`config.mk`:
```
export PLATFORM = sky130hd
export DESIGN_NAME = nibble_serial_adder
export DESIGN_NICKNAME = d
export VERILOG_FILES = /design/src/rtl/nibble_serial_adder.sv
export SDC_FILE = /design/constraint.sdc
export NUM_CORES = 1
export LEC_CHECK = 0
export CAP_MARGIN = 20
export CELL_PAD_IN_SITES_DETAIL_PLACEMENT = 1
export CELL_PAD_IN_SITES_GLOBAL_PLACEMENT = 1
export CORE_MARGIN = 2
export CORE_UTILIZATION = 37
export DETAILED_ROUTE_END_ITERATION = 10
export GPL_ROUTABILITY_DRIVEN = 0
export HOLD_SLACK_MARGIN = 0.03
export PLACE_DENSITY_LB_ADDON = 0.1
export SLEW_MARGIN = 0
export SYNTH_ARGS = -nofsm -noshare
export SYNTH_HDL_FRONTEND = slang
export SYNTH_SLANG_ARGS = --single-unit
```
`constraint.sdc`:
```
create_clock -name clk -period 2.2 [get_ports clk]
set_input_delay 0.33 -clock clk [delete_from_list [all_inputs] [get_ports clk]]
set_output_delay 0.33 -clock clk [all_outputs]
set_load 0.05 [all_outputs]
```
`src/rtl/nibble_serial_adder.sv`:
```
// nibble_serial_adder
//
// Adds two W-bit operands (W = 4*NIBBLES) by pushing them one nibble per cycle,
// least-significant nibble first, through a single 4-bit carry-lookahead stage
// (adder_4bit_lookahead, defined at the bottom of this file). The carry between
// nibbles is kept in a register. The full-width sum is assembled in place and
// held behind an output valid/ready handshake.
//
// Optional feature macro: SERIAL_SUB_EN
//   defined   -> 'sub' port exists; sub=1 computes a-b (b inverted, carry-in 1)
//   undefined -> no 'sub' port, the block computes a+b+cin only
//
// Ports
//   clk        in   clock, rising edge
//   rst        in   asynchronous active-high reset
//   in_valid   in   a/b/cin (and sub) are valid
//   in_ready   out  block accepts operands (IDLE only)
//   a, b       in   W-bit operands
//   cin        in   carry into nibble 0
//   sub        in   subtract mode (SERIAL_SUB_EN only)
//   out_valid  out  sum/cout hold a completed result (DONE only)
//   out_ready  in   consumer takes the result
//   sum        out  W-bit result, meaningful only while out_valid=1
//   cout       out  carry out of bit W-1 (with sub=1: 1 means no borrow)

module nibble_serial_adder #(
    parameter int unsigned NIBBLES = 4
) (
    input  logic                 clk,
    input  logic                 rst,
    input  logic                 in_valid,
    output logic                 in_ready,
    input  logic [4*NIBBLES-1:0] a,
    input  logic [4*NIBBLES-1:0] b,
    input  logic                 cin,
`ifdef SERIAL_SUB_EN
    input  logic                 sub,
`endif
    output logic                 out_valid,
    input  logic                 out_ready,
    output logic [4*NIBBLES-1:0] sum,
    output logic                 cout
);

    localparam int unsigned IdxW = (NIBBLES > 1) ? $clog2(NIBBLES) : 1;
    localparam logic [IdxW-1:0] LastIdx = IdxW'(NIBBLES - 1);

    typedef enum logic [1:0] {
        StIdle,
        StRun,
        StDone
    } state_e;

    state_e state_q, state_d;

    // Operands and result kept as nibble arrays so the active nibble is a plain index.
    logic [NIBBLES-1:0][3:0] a_q, a_d;
    logic [NIBBLES-1:0][3:0] b_q, b_d;
    logic [NIBBLES-1:0][3:0] sum_q, sum_d;
    logic [IdxW-1:0]         idx_q, idx_d;
    logic                    carry_q, carry_d;
    logic                    cout_q, cout_d;

    logic [3:0] nib_a;
    logic [3:0] nib_b;
    logic [3:0] add_out;
    logic       add_carry;
    logic       carry_init;

`ifdef SERIAL_SUB_EN
    logic sub_q, sub_d;

    // Two's-complement subtract: a + ~b + 1, so cin is not used when sub=1.
    assign carry_init = sub ? 1'b1 : cin;
    assign nib_b      = b_q[idx_q] ^ {4{sub_q}};
`else
    assign carry_init = cin;
    assign nib_b      = b_q[idx_q];
`endif

    assign nib_a = a_q[idx_q];

    adder_4bit_lookahead u_add (
        .a     (nib_a),
        .b     (nib_b),
        .cin   (carry_q),
        .out   (add_out),
        .carry (add_carry)
    );

    // Next-state logic
    always_comb begin
        state_d = state_q;
        a_d     = a_q;
        b_d     = b_q;
        sum_d   = sum_q;
        idx_d   = idx_q;
        carry_d = carry_q;
        cout_d  = cout_q;
`ifdef SERIAL_SUB_EN
        sub_d   = sub_q;
`endif

        unique case (state_q)
            StIdle: begin
                if (in_valid) begin
                    a_d     = a;
                    b_d     = b;
                    carry_d = carry_init;
                    idx_d   = '0;
`ifdef SERIAL_SUB_EN
                    sub_d   = sub;
`endif
                    state_d = StRun;
                end
            end

            StRun: begin
                sum_d[idx_q] = add_out;
                carry_d      = add_carry;
                if (idx_q == LastIdx) begin
                    cout_d  = add_carry;
                    idx_d   = '0;
                    state_d = StDone;
                end else begin
                    idx_d = idx_q + 1'b1;
                end
            end

            StDone: begin
                // Result and carry stay frozen until the consumer takes them.
                if (out_ready) begin
                    state_d = StIdle;
                end
            end

            default: begin
                state_d = StIdle;
            end
        endcase
    end

    // State registers
    always_ff @(posedge clk or posedge rst) begin
        if (rst) begin
            state_q <= StIdle;
            a_q     <= '0;
            b_q     <= '0;
            sum_q   <= '0;
            idx_q   <= '0;
            carry_q <= 1'b0;
            cout_q  <= 1'b0;
`ifdef SERIAL_SUB_EN
            sub_q   <= 1'b0;
`endif
        end else begin
            state_q <= state_d;
            a_q     <= a_d;
            b_q     <= b_d;
            sum_q   <= sum_d;
            idx_q   <= idx_d;
            carry_q <= carry_d;
            cout_q  <= cout_d;
`ifdef SERIAL_SUB_EN
            sub_q   <= sub_d;
`endif
        end
    end

    // Outputs
    always_comb begin
        in_ready  = (state_q == StIdle);
        out_valid = (state_q == StDone);
        sum       = sum_q;
        cout      = cout_q;
    end

endmodule

// adder_4bit_lookahead
//
// Purely combinational 4-bit carry-lookahead adder.
//   a, b   in   4-bit operands
//   cin    in   carry in
//   out    out  4-bit sum
//   carry  out  carry out of bit 3

module adder_4bit_lookahead (
    input  logic [3:0] a,
    input  logic [3:0] b,
    input  logic       cin,
    output logic [3:0] out,
    output logic       carry
);

    logic [3:0] g;
    logic [3:0] p;
    logic [3:0] c;

    always_comb begin
        g = a & b;
        p = a ^ b;

        // Every carry is a flat sum of products of generate/propagate terms.
        c[0] = cin;
        c[1] = g[0] | (p[0] & cin);
        c[2] = g[1] | (p[1] & g[0]) | (p[1] & p[0] & cin);
        c[3] = g[2] | (p[2] & g[1]) | (p[2] & p[1] & g[0]) | (p[2] & p[1] & p[0] & cin);
        carry = g[3] | (p[3] & g[2]) | (p[3] & p[2] & g[1]) | (p[3] & p[2] & p[1] & g[0])
              | (p[3] & p[2] & p[1] & p[0] & cin);

        out = p ^ c;
    end

endmodule
```
==> impl_metrics.tcl <==
set metrics [dict create \
    final.period_utilization_pct 103 \
    timing.fmax_ghz 0.440 \
    hold-worst-slack_ps 386 \
    status "finished with violations" \
    floorplan.die.width_um 87.3 \
    ctsRootBufferMaster "clkbuf_8" \
    synth.cell_area_um2 2560 \
    min-delay-path-class "input pin to async pin" \
    groute.usage.overall_pct 15.4 \
    endpoint "sum[15]" \
    worst_ep_arrival_time_ps 2460 \
    critical_path.startpoint_type "flop" \
    synth.net_count 226 \
    synth_commonest_cells "dfrtp_1, mux2_4, nand2_1" \
    worst_r2r_startpoint "idx_q[0]" \
    drive_gt1_share_pct 29.3 \
    rows 30 \
    path_class "flop to flop" \
    number_of_inserted_filler_cells_in_the_final_layout 712 \
    setup_viol_count_final 9 \
    yosysMostFrequentCell "dfrtp_1" \
    portBuffers 55 \
    synth-edff-count 0 \
    tightest_slew_ps 497 \
    met1_usage_pct 20.0 \
    syn-instance-count 180 \
    multi_input_comb_area_um2 1150 \
    crit_path_max_fanout 5 \
    cts.sinks 54 \
    final-seq-area_um2 1350 \
    syn2layout_area_growth_pct 33.8 \
    rsz0062_at_grt "yes" \
    worst_r2r_endpoint "sum[15]" \
    postSynth.topFlopCell "dfrtp_1" \
    die_height_um 87.3 \
    setup_slack_ps -71.2 \
    global_route.usage.met2_pct 26.2 \
    timing.critical_path.from "idx_q[0]" \
    placed_cells_incl_taps 318 \
    synth_warnings 0 \
    finalClockSkew_ps 7.96 \
    boundaryPins 56 \
    stdcell_count 329 \
    finish.net_count 294 \
    synth-seq-area-share_pct 52.7 \
    ys_ff_latch 54 \
    largest_net_degree_at_the_start_of_global_routing 55 \
    max-cap-violations 0 \
    layout.core_utilization_pct 50.8 \
    first_global_vias 1758 \
    clk_pin_slew_ps 90 \
    gr-total-overflow 0 \
    timing.final.crit_period_ps 2270 \
    cts_made_buffers 5 \
    post-route-drc-count 0 \
    ir_worst_vdd_v 0.000617 \
    routed_via_density 4.91 \
    wl_per_cell_um 16.2 \
    drt_iter0_markers 31 \
    cts_tree "built" \
    globalRouteMet3Util_pct 3.41 \
    report.final.hold_viol_count 0 \
    die_area_um2 7610 \
    diodes 0 \
    post_synth_num_cell_types 29 \
    failed_checks "negative setup slack" \
    netlist.area_leader.share_pct 52.7 \
    postRouteWirelength_um 5330 \
    rrSetupSlack_ps -70 \
    drt_antenna_net_count 0 \
    clock_path_buffers 2 \
    insertion_delay_ps 300 \
    power.density_cell_area_nw_per_um2 1870 \
    finalMaxSlewViolations 0 \
    netlist.top_cell.by_area "dfrtp_1" \
    std_cell_core_area_um2 6760 \
    worst_slew_margin_rel_pct 66.8 \
    cellLeakagePower_nw 1.55 \
    synthesis.area_per_instance_um2 14.2 \
    htree_num_levels 2 \
    grt_antenna_before_repair 0 \
    place.detailed.hpwl_um 4070 \
    detailedPlace.worstSlack_ps -198 \
    async_reset_ff_share_pct 100 \
    route.vias.total 1616 \
    critical_path_capture_point_type "flop" \
    synth.top_cells.by_area "dfrtp_1, mux2_4, mux4_2" \
    timing.critical_path.required_ps 2390 \
    busiest_layer "met2" \
    reg2regPathDepth 7 \
    drt_pre_antenna_iters 3 \
    wire_length_of_the_first_global_routing_pass_um 8970 \
    floorplan.initialDensity_pct 38.0 \
]
per-stage QoR:
| stage | cell area, um2 | power (mW) | TNS (ps) |
|---|---|---|---|
| floorplan | 2590 | 4.37 | -126 |
| finish | 3430 | 6.42 | -484 |
| detailed placement | 3270 | 5.55 | -1310 |
| CTS | 3410 | 6.42 | -622 |
| global placement | 3270 | 5.41 | -415 |
| global route | 3430 | 6.91 | -1340 |
critical path, stage by stage, from the launching register on:
cell and delay, ps:
dfrtp_1 390, buf_6 140, mux4_2 560, ha_4 260, a211o_1 300, a21oi_4 180, xor2_2 240, o21ai_1 100
cell families (layout without fill, tap and decap cells):
logic type      Yosys count  after routing  synth area share (%)
flops                    54             54                  52.7
mux                      40             40                  25.5
simple gates             30             30                  5.41
compound gates           29             29                  6.83
buf+inv                  15             84                  3.90
fa+ha+maj                 9              9                  4.68
xor+xnor                  3              3                  1.02
where the power goes:
group	internal, mW	switching (mW)
Sequential	1.50	0.339
Clock	0.336	0.321
Combinational	1.95	1.97
flip-flops by register name (all words and copies together) (netlist names):
name and flops:
carry_q 1, sum 16, state_q 2, a_q 16, cout 1, idx_q 2, b_q 16
how the worst min path moves through the flow:
stage	from	endpoint	slack [ps]	cells past startpoint
after global routing	rst	sum[8]	420	3
after detailed placement	sum[4]	sum[4]	470	2
after floorplan	out_ready	state_q[1]	440	1
after global placement	sum[0]	sum[0]	460	2
after CTS	rst	sum[8]	390	3
final	rst	sum[13]	390	3
layout make-up:
class                      count  area share [%]
multi-input combinational    111            33.6
clock inverter                 3            1.17
inverter                       7           0.766
timing repair buffer          69            20.1
tap                           80            2.92
clock buffer                   5            2.01
sequential                    54            39.4
metal layers:
layer,vias up,wire (um)
met3,4,159
met5,-,0
met2,32,2830
met1,819,2300
met4,0,39
li1,761,-
timing repair:
item	CTS	global route
resized for setup	4	4
buffers inserted	2	1
setup endpoints to repair	9	13
pin swaps	5	1
hold buffers	0	0
cells in the final DEF, fill, tap and decap left out, types with 3 or more instances in the layout:
| cell | n |
|---|---|
| o21ai_1 | 3 |
| mux4_2 | 8 |
| nand2_1 | 20 |
| clkdlybuf4s50_1 | 54 |
| dfrtp_1 | 54 |
| mux2_4 | 30 |
| o21ai_0 | 15 |
| inv_1 | 6 |
| ha_1 | 6 |
| clkbuf_8 | 5 |
| buf_4 | 10 |
No activity file was read; power rests on OpenSTA's default activity.
